<file path="config.mk">
export PLATFORM = sky130hd
export DESIGN_NAME = spi_slave
export DESIGN_NICKNAME = d
export VERILOG_FILES = /design/src/rtl/spi_slave.sv
export SDC_FILE = /design/constraint.sdc
export NUM_CORES = 1
export LEC_CHECK = 0
export ABC_AREA = 1
export CAP_MARGIN = 0
export CORE_ASPECT_RATIO = 1.1
export CORE_UTILIZATION = 45
export DETAILED_ROUTE_END_ITERATION = 10
export PLACE_DENSITY = 0.67
export SLEW_MARGIN = 0
export SYNTH_ARGS = -nofsm -noshare
export SYNTH_HDL_FRONTEND = slang
export SYNTH_SLANG_ARGS = --single-unit
</file>
<file path="constraint.sdc">
create_clock -name clk -period 2.05 [get_ports clk]
set_clock_uncertainty 0.15 [all_clocks]
set_input_delay 0.41 -clock clk [delete_from_list [all_inputs] [get_ports clk]]
set_output_delay 0.41 -clock clk [all_outputs]
set_load 0.05 [all_outputs]
</file>
<file path="src/rtl/spi_slave.sv">
// SPI mode-0 slave, MSB first, with sclk/cs/mosi resynchronised into the clk domain.
// Define SPI_SLAVE_OVERRUN_EN to add the rd acknowledge input and the sticky overrun flag.
module spi_slave #(
    parameter int WIDTH       = 8,
    parameter int SYNC_STAGES = 2
) (
    input  logic             clk,
    input  logic             reset,
    input  logic             sclk,
    input  logic             cs,
    input  logic             mosi,
    output logic             miso,
    input  logic [WIDTH-1:0] data_in,
    input  logic             load,
    output logic [WIDTH-1:0] data_out,
    output logic             avail,
    output logic             busy
`ifdef SPI_SLAVE_OVERRUN_EN
    ,
    input  logic             rd,
    output logic             overrun
`endif
);
    localparam int               CNT_W    = $clog2(WIDTH + 1);
    localparam logic [CNT_W-1:0] LAST_BIT = CNT_W'(WIDTH - 1);

    typedef enum logic {IDLE, SHIFT} state_t;
    state_t state, state_next;

    logic [SYNC_STAGES-1:0] sclk_sync, cs_sync, mosi_sync, vld_sync;
    logic                   sclk_s, cs_s, mosi_s;
    logic                   sclk_prev, cs_prev, armed;
    logic                   sclk_rise, sclk_fall, cs_fall, cs_rise;
    logic                   start, stop, rx_step, byte_done, tx_step, tx_reload;
    logic [WIDTH-1:0]       tx_buf, tx_shift, rx_shift, rx_next;
    logic [CNT_W-1:0]       bit_cnt;

    // Synchroniser stage: vld_sync marks when the chains hold real samples
    // rather than reset values, so a cs already low at reset release is not
    // mistaken for a fresh fall.
    always_ff @(posedge clk or negedge reset) begin
        if (!reset) begin
            sclk_sync <= '0;
            cs_sync   <= '1;
            mosi_sync <= '0;
            vld_sync  <= '0;
            sclk_prev <= 1'b0;
            cs_prev   <= 1'b1;
            armed     <= 1'b0;
        end else begin
            sclk_sync <= {sclk_sync[SYNC_STAGES-2:0], sclk};
            cs_sync   <= {cs_sync[SYNC_STAGES-2:0], cs};
            mosi_sync <= {mosi_sync[SYNC_STAGES-2:0], mosi};
            vld_sync  <= {vld_sync[SYNC_STAGES-2:0], 1'b1};
            sclk_prev <= sclk_s;
            cs_prev   <= cs_s;
            if (vld_sync[SYNC_STAGES-1] && cs_s) begin
                armed <= 1'b1;
            end
        end
    end

    assign sclk_s    = sclk_sync[SYNC_STAGES-1];
    assign cs_s      = cs_sync[SYNC_STAGES-1];
    assign mosi_s    = mosi_sync[SYNC_STAGES-1];
    assign sclk_rise = sclk_s & ~sclk_prev;
    assign sclk_fall = ~sclk_s & sclk_prev;
    assign cs_fall   = armed & cs_prev & ~cs_s;
    assign cs_rise   = ~cs_prev & cs_s;

    always_ff @(posedge clk or negedge reset) begin
        if (!reset) begin
            state <= IDLE;
        end else begin
            state <= state_next;
        end
    end

    always_comb begin
        state_next = state;
        start      = 1'b0;
        stop       = 1'b0;
        rx_step    = 1'b0;
        byte_done  = 1'b0;
        tx_step    = 1'b0;
        tx_reload  = 1'b0;
        rx_next    = (rx_shift << 1) | WIDTH'(mosi_s);
        case (state)
            IDLE: begin
                if (cs_fall) begin
                    state_next = SHIFT;
                    start      = 1'b1;
                end
            end
            SHIFT: begin
                if (cs_rise) begin
                    state_next = IDLE;
                    stop       = 1'b1;
                end else if (sclk_rise) begin
                    rx_step   = 1'b1;
                    byte_done = (bit_cnt == LAST_BIT);
                end else if (sclk_fall) begin
                    // bit_cnt of zero means the previous byte just finished
                    tx_step   = (bit_cnt != '0);
                    tx_reload = (bit_cnt == '0);
                end
            end
            default: state_next = IDLE;
        endcase
    end

    // Shift/transfer stage
    always_ff @(posedge clk or negedge reset) begin
        if (!reset) begin
            miso     <= 1'b0;
            busy     <= 1'b0;
            avail    <= 1'b0;
            data_out <= '0;
            tx_buf   <= '0;
            rx_shift <= '0;
            tx_shift <= '0;
            bit_cnt  <= '0;
        end else begin
            avail <= 1'b0;
            if (load) begin
                tx_buf <= data_in;
            end
            if (start) begin
                tx_shift <= tx_buf;
                miso     <= tx_buf[WIDTH-1];
                bit_cnt  <= '0;
                busy     <= 1'b1;
            end
            if (stop) begin
                busy    <= 1'b0;
                miso    <= 1'b0;
                bit_cnt <= '0;
            end
            if (rx_step) begin
                rx_shift <= rx_next;
                bit_cnt  <= byte_done ? '0 : bit_cnt + 1'b1;
            end
            if (byte_done) begin
                data_out <= rx_next;
                avail    <= 1'b1;
            end
            if (tx_step) begin
                tx_shift <= tx_shift << 1;
                miso     <= tx_shift[WIDTH-2];
            end
            if (tx_reload) begin
                tx_shift <= tx_buf;
                miso     <= tx_buf[WIDTH-1];
            end
        end
    end

`ifdef SPI_SLAVE_OVERRUN_EN
    logic pending;

    // A completion in the same cycle as rd leaves the new byte pending without flagging overrun.
    always_ff @(posedge clk or negedge reset) begin
        if (!reset) begin
            pending <= 1'b0;
            overrun <= 1'b0;
        end else begin
            if (byte_done) begin
                pending <= 1'b1;
            end else if (rd) begin
                pending <= 1'b0;
            end
            if (rd) begin
                overrun <= 1'b0;
            end else if (byte_done && pending) begin
                overrun <= 1'b1;
            end
        end
    end
`endif

endmodule

</file>
# After elaboration in Yosys (flattened, before gate mapping)

Index checks and enable logic that the tools add are counted.

Register bits: 49
Input port bits: 14
Logic and storage cells: 70

$add $sub $neg: 1
Eq/ne operators: 1
Muxes and demuxes: 34
Bitwise gates (word level): 11
Reductions and logical operators: 7

Operators by type and width:

| cell                                                                   | count |
|---|---|
| 1-bit two-way mux                                                      | 26 |
| 7-bit two-way mux                                                      | 3 |
| 4-bit two-way mux                                                      | 4 |
| 8-bit by 1-bit bitwise OR with 8-bit output                            | 1 |
| 4-bit nonzero test                                                     | 2 |
| 3-bit nonzero test                                                     | 2 |
| 1-bit AND                                                              | 5 |
| 1-bit NOT                                                              | 5 |
| 4-bit by 1-bit adder with 4-bit output (second input constant)         | 1 |
| 4-bit by 3-bit equality test with 1-bit output (second input constant) | 1 |
| 4-bit zero test                                                        | 1 |
| 1-bit one-hot mux with 2 select lines                                  | 1 |
| 2-bit nonzero test                                                     | 1 |
| 1-bit logical AND                                                      | 1 |

# Logic depth before layout (Yosys ltp)

Word-level depth: 8
Depth in mapped cells: 8
Depth with buffers taken out: 8

# Worst setup path after synthesis

Ideal clock, no wire load.

Path kind: reg2reg
From: register cs_prev
To: register data_out[6]
Library setup time: 0.120 ns
Arrival: 1.195 ns
Setup slack: 0.585 ns
Cell stages (with the launch flop): 9
Buffers on the path: 1
Cell sequence: dfstp_2 > inv_2 > nand2_2 > nand2_4 > nor2_8 > nand2_4 > buf_6 > nand2_1 > o21ai_2

Cells in the longest elaborated chain, start to end: 4

RTL lines:

| what                     | line | source |
|---|---|---|
| start: declaration       | 32   | `logic sclk_prev, cs_prev, armed;` |
| start signal: assignment | 56   | `cs_prev <= cs_s;` |
| 1-bit NOT                | 69   | `assign cs_rise = ~cs_prev & cs_s;` |
| 1-bit AND                | 69   |  |
| 1-bit two-way mux        | 96   | `if (cs_rise) begin` |
| 1-bit two-way mux        | 88   | `case (state)` |
| end signal: assignment   | 144  | `data_out <= rx_next;` |
| end: declaration         | 15   | `output logic [WIDTH-1:0] data_out,` |

No other way between the ends.
A chain may end at the register's enable or synchronous reset.

# Worst setup path in the final report

From: register avail
To: output port avail

RTL lines:

| what                     | line | source |
|---|---|---|
| start: declaration       | 16   | `output logic avail,` |
| start signal: assignment | 117  | `avail <= 1'b0;` |
| start signal: assignment | 124  | `avail <= 1'b0;` |
| start signal: assignment | 145  | `avail <= 1'b1;` |

No word-level cell between the ends.

==> results.yml <==
sta:
  max_freq_mhz: 506
  whs_ns: 0.201
  slew_viol_final: 0
  relSlewSlack_pct: 66.2
  period_share_pct: 96.4
  rsz0062_at_grt: "false"
  fin_setup_tns_ns: 0
  period_minus_slack_ns: 1.98
  tightest_slew_ns: 0.507
  setup-violations-final: 0
  hold_viol_final: 0
route:
  route.detailed.drc: 0
  via_count: 1376
  initialDrtViolationCount: 44
  wl_per_cell_um: 13.5
  firstDrtPassIters: 4
  wl_um: 3600
  ant_nets: 0
  vias_per_cell: 5.15
yosys:
  synth_ff_type: "dfrtp_1"
  netlist.area_leader.share_pct: 57.9
  ys_ff_latch: 49
  yosysTopAreaCell: "dfrtp_1"
  netlist_top_cells_area: "dfrtp_1 (58%), nand3_1 (8.1%), nand2_1 (7.2%), mux2_2 (4.5%), dfstp_2 (4.0%)"
  ys_warn_count: 0
  synth_nets: 200
  synth_cell_types: 25
  synth_mux_area_share_pct: 4.53
  async_flop_share_pct: 100
  synth_top_family_by_area: "simple AND/OR/NAND/NOR gates"
  synth-compound-area-share_pct: 6.42
  synthesis.area_per_instance_um2: 10.8
  synthSimpleGateAreaFrac_pct: 20.8
  yosysSeqAreaShare_pct: 61.9
  synth-adder-area-share_pct: 1.26
  synthCells: 184
  synth_area_um2: 1990
  synth_edf_count: 0
  synthXorXnorAreaFrac_pct: 0.441
clock_tree:
  cts_buffer_depth: 2
  cts_setup_buffers: 0
  clockRootBuffer: "clkbuf_8"
  cts_sinks: 49
  path_clk_slew_ns: 0.08
  htreeDepth: 2
  numCtsBuffers: 5
  cts_tree: "done"
  clk_latency_ns: 0.29
setup_path:
  path_depth: 1
  max_stage_delay_ns: 0.79
  worstPathMaxFanout: 1
  crit_arrival_ns: 1.42
  cp_num_buf_inv: 1
  worstSetupEndpointType: "output port"
  crit_start: "avail"
  crit_path_start_kind: "flip-flop"
  worst-r2r-setup-slack_ns: 0.40
  crit_required_ns: 1.49
  worstSetupPathType: "flip-flop to output port"
  reg2regPathDepth: 7
  critPathSlowestCell: "clkdlybuf4s50_1"
  reg2reg_from: "cs_prev"
  r2r_end: "bit_cnt[0]"
  path_cells: "clkdlybuf4s50_1"
  crit_family: "buffers and inverters"
  worstSetupEndpoint: "avail"
placed_design:
  place_congestion: 0.759
  place_hpwl_um: 2670
  io_buffers: 24
  place_inst: 258
power_and_ir_drop:
  powerDensity_nw_per_um2: 922
  power.total_mw: 2.20
  peakVddDrop_mv: 0.504
  leakage_nw: 1.19
layout:
  nFillCells: 372
  fin_nets: 230
  layoutNonFillerInstCount: 267
  final_cell_mix: "dfrtp_1 (46), nand2_1 (38), nand3_1 (32)"
  antenna_cells: 0
  final_layout_size_suffix_gt1_share_pct: 21.9
  area_growth_pct: 20.0
  final_common_cell: "dfrtp_1"
global_route:
  grt_overflow_total: 0
  antenna_found_initial: 0
  track_usage_pct: 18.3
  grt_max_degree: 29
  grt_pass1_wl_um: 6440
  grt_pass1_vias: 1451
die:
  rows: 24
  core_area_um2: 4080
  initial_utilization_pct: 48.7
  die_y_um: 71.7
  die_area_um2: 4690
  die_w_um: 65.4
  io_pins: 25
job:
  cap_violations: 0
min_path:
  hold_class: "flip-flop to flip-flop"
outcome:
  status: "completed"
## layer usage
layer / GRT usage, % / vias up / part of all wire [%] / routed length [µm]
met4: 5.80 / 0 / 1.7 / 60
met2: 32.8 / 37 / 54 / 1930
met1: 21.6 / 674 / 41 / 1460
met5: 0 / - / 0 / 0
li1: - / 656 / - / -
met3: 3.82 / 9 / 4.1 / 149
## registers in the layout (all words and copies together) (netlist names)
signal and flops:
bit_cnt 4, cs_prev 1, armed 1, avail 1, miso 1, sclk_sync 2, rx_shift 7, vld_sync 2
data_out 8, sclk_prev 1, state 1, cs_sync 2, mosi_sync 2, tx_buf 8, busy 1, tx_shift 7
## what timing repair did
item,in CTS,in global routing
endpoints found under the setup margin,1,2
gates resized for setup,1,2
hold endpoints to repair,21,0
hold buffers,1,0
## report_power, final
| group | switching [mW] | total (mW) | internal, mW |
|---|---|---|---|
| combinational | 0.248 | 0.394 | 0.146 |
| clock | 0.288 | 0.592 | 0.305 |
| sequential | 0.0940 | 1.21 | 1.12 |
| total | 0.629 | 2.20 | 1.57 |
## logic make-up (layout without fill, tap and decap cells)
| kind of cell | Yosys count | after routing |
|---|---|---|
| muxes | 8 | 8 |
| other | 1 | 1 |
| adders and majority gates | 2 | 2 |
| buffers and inverters | 20 | 51 |
| DFF | 49 | 49 |
| AOI/OAI and AO/OA | 19 | 19 |
| xor gates and xnor gates | 1 | 1 |
| and+or+nand+nor | 84 | 84 |
## worst min path at each step
| stage | start | to | slack, ns | depth (start not counted) |
|---|---|---|---|---|
| global placement | vld_sync[0] | vld_sync[1] | 0.18 | 0 |
| CTS | sclk_sync[0] | sclk_sync[1] | 0.21 | 0 |
| floorplan | reset | armed | -0.04 | 0 |
| global route | cs_sync[0] | cs_sync[1] | 0.22 | 0 |
| finish | sclk_sync[0] | sclk_sync[1] | 0.20 | 0 |
| detailed placement | sclk_sync[0] | sclk_sync[1] | 0.19 | 0 |
## Yosys cell counts, drive strengths merged (2+ instances only)
library cell	n
inv	16
ha	2
mux2	8
nand3	33
o21ai	17
nand2	43
nor2	7
dfstp	3
dfrtp	46
buf	4
## layout make-up
type / count / area (µm²) / area share [%]
Clock inverter: 1 / 5.00 / 0.210
Sequential cell: 49 / 1230 / 51.6
Tap cell: 52 / 65.1 / 2.73
Clock buffer: 7 / 96.3 / 4.04
Timing Repair Buffer: 27 / 259 / 10.9
Multi-Input combinational cell: 115 / 668 / 28.0
Inverter: 16 / 60.1 / 2.52
## per-stage QoR
step / cell area [µm²] / utilization (%) / setup slack, ns
after global placement: 2270 / 55.5 / 0.352
after floorplan: 1990 / - / 0.585
after detailed placement: 2270 / 55.5 / 0.294
after CTS: 2380 / 58.2 / 0.00604
after global routing: 2380 / 58.4 / 0.0146
final: 2380 / 58.4 / 0.0729
(Power assumes the default switching activity.)
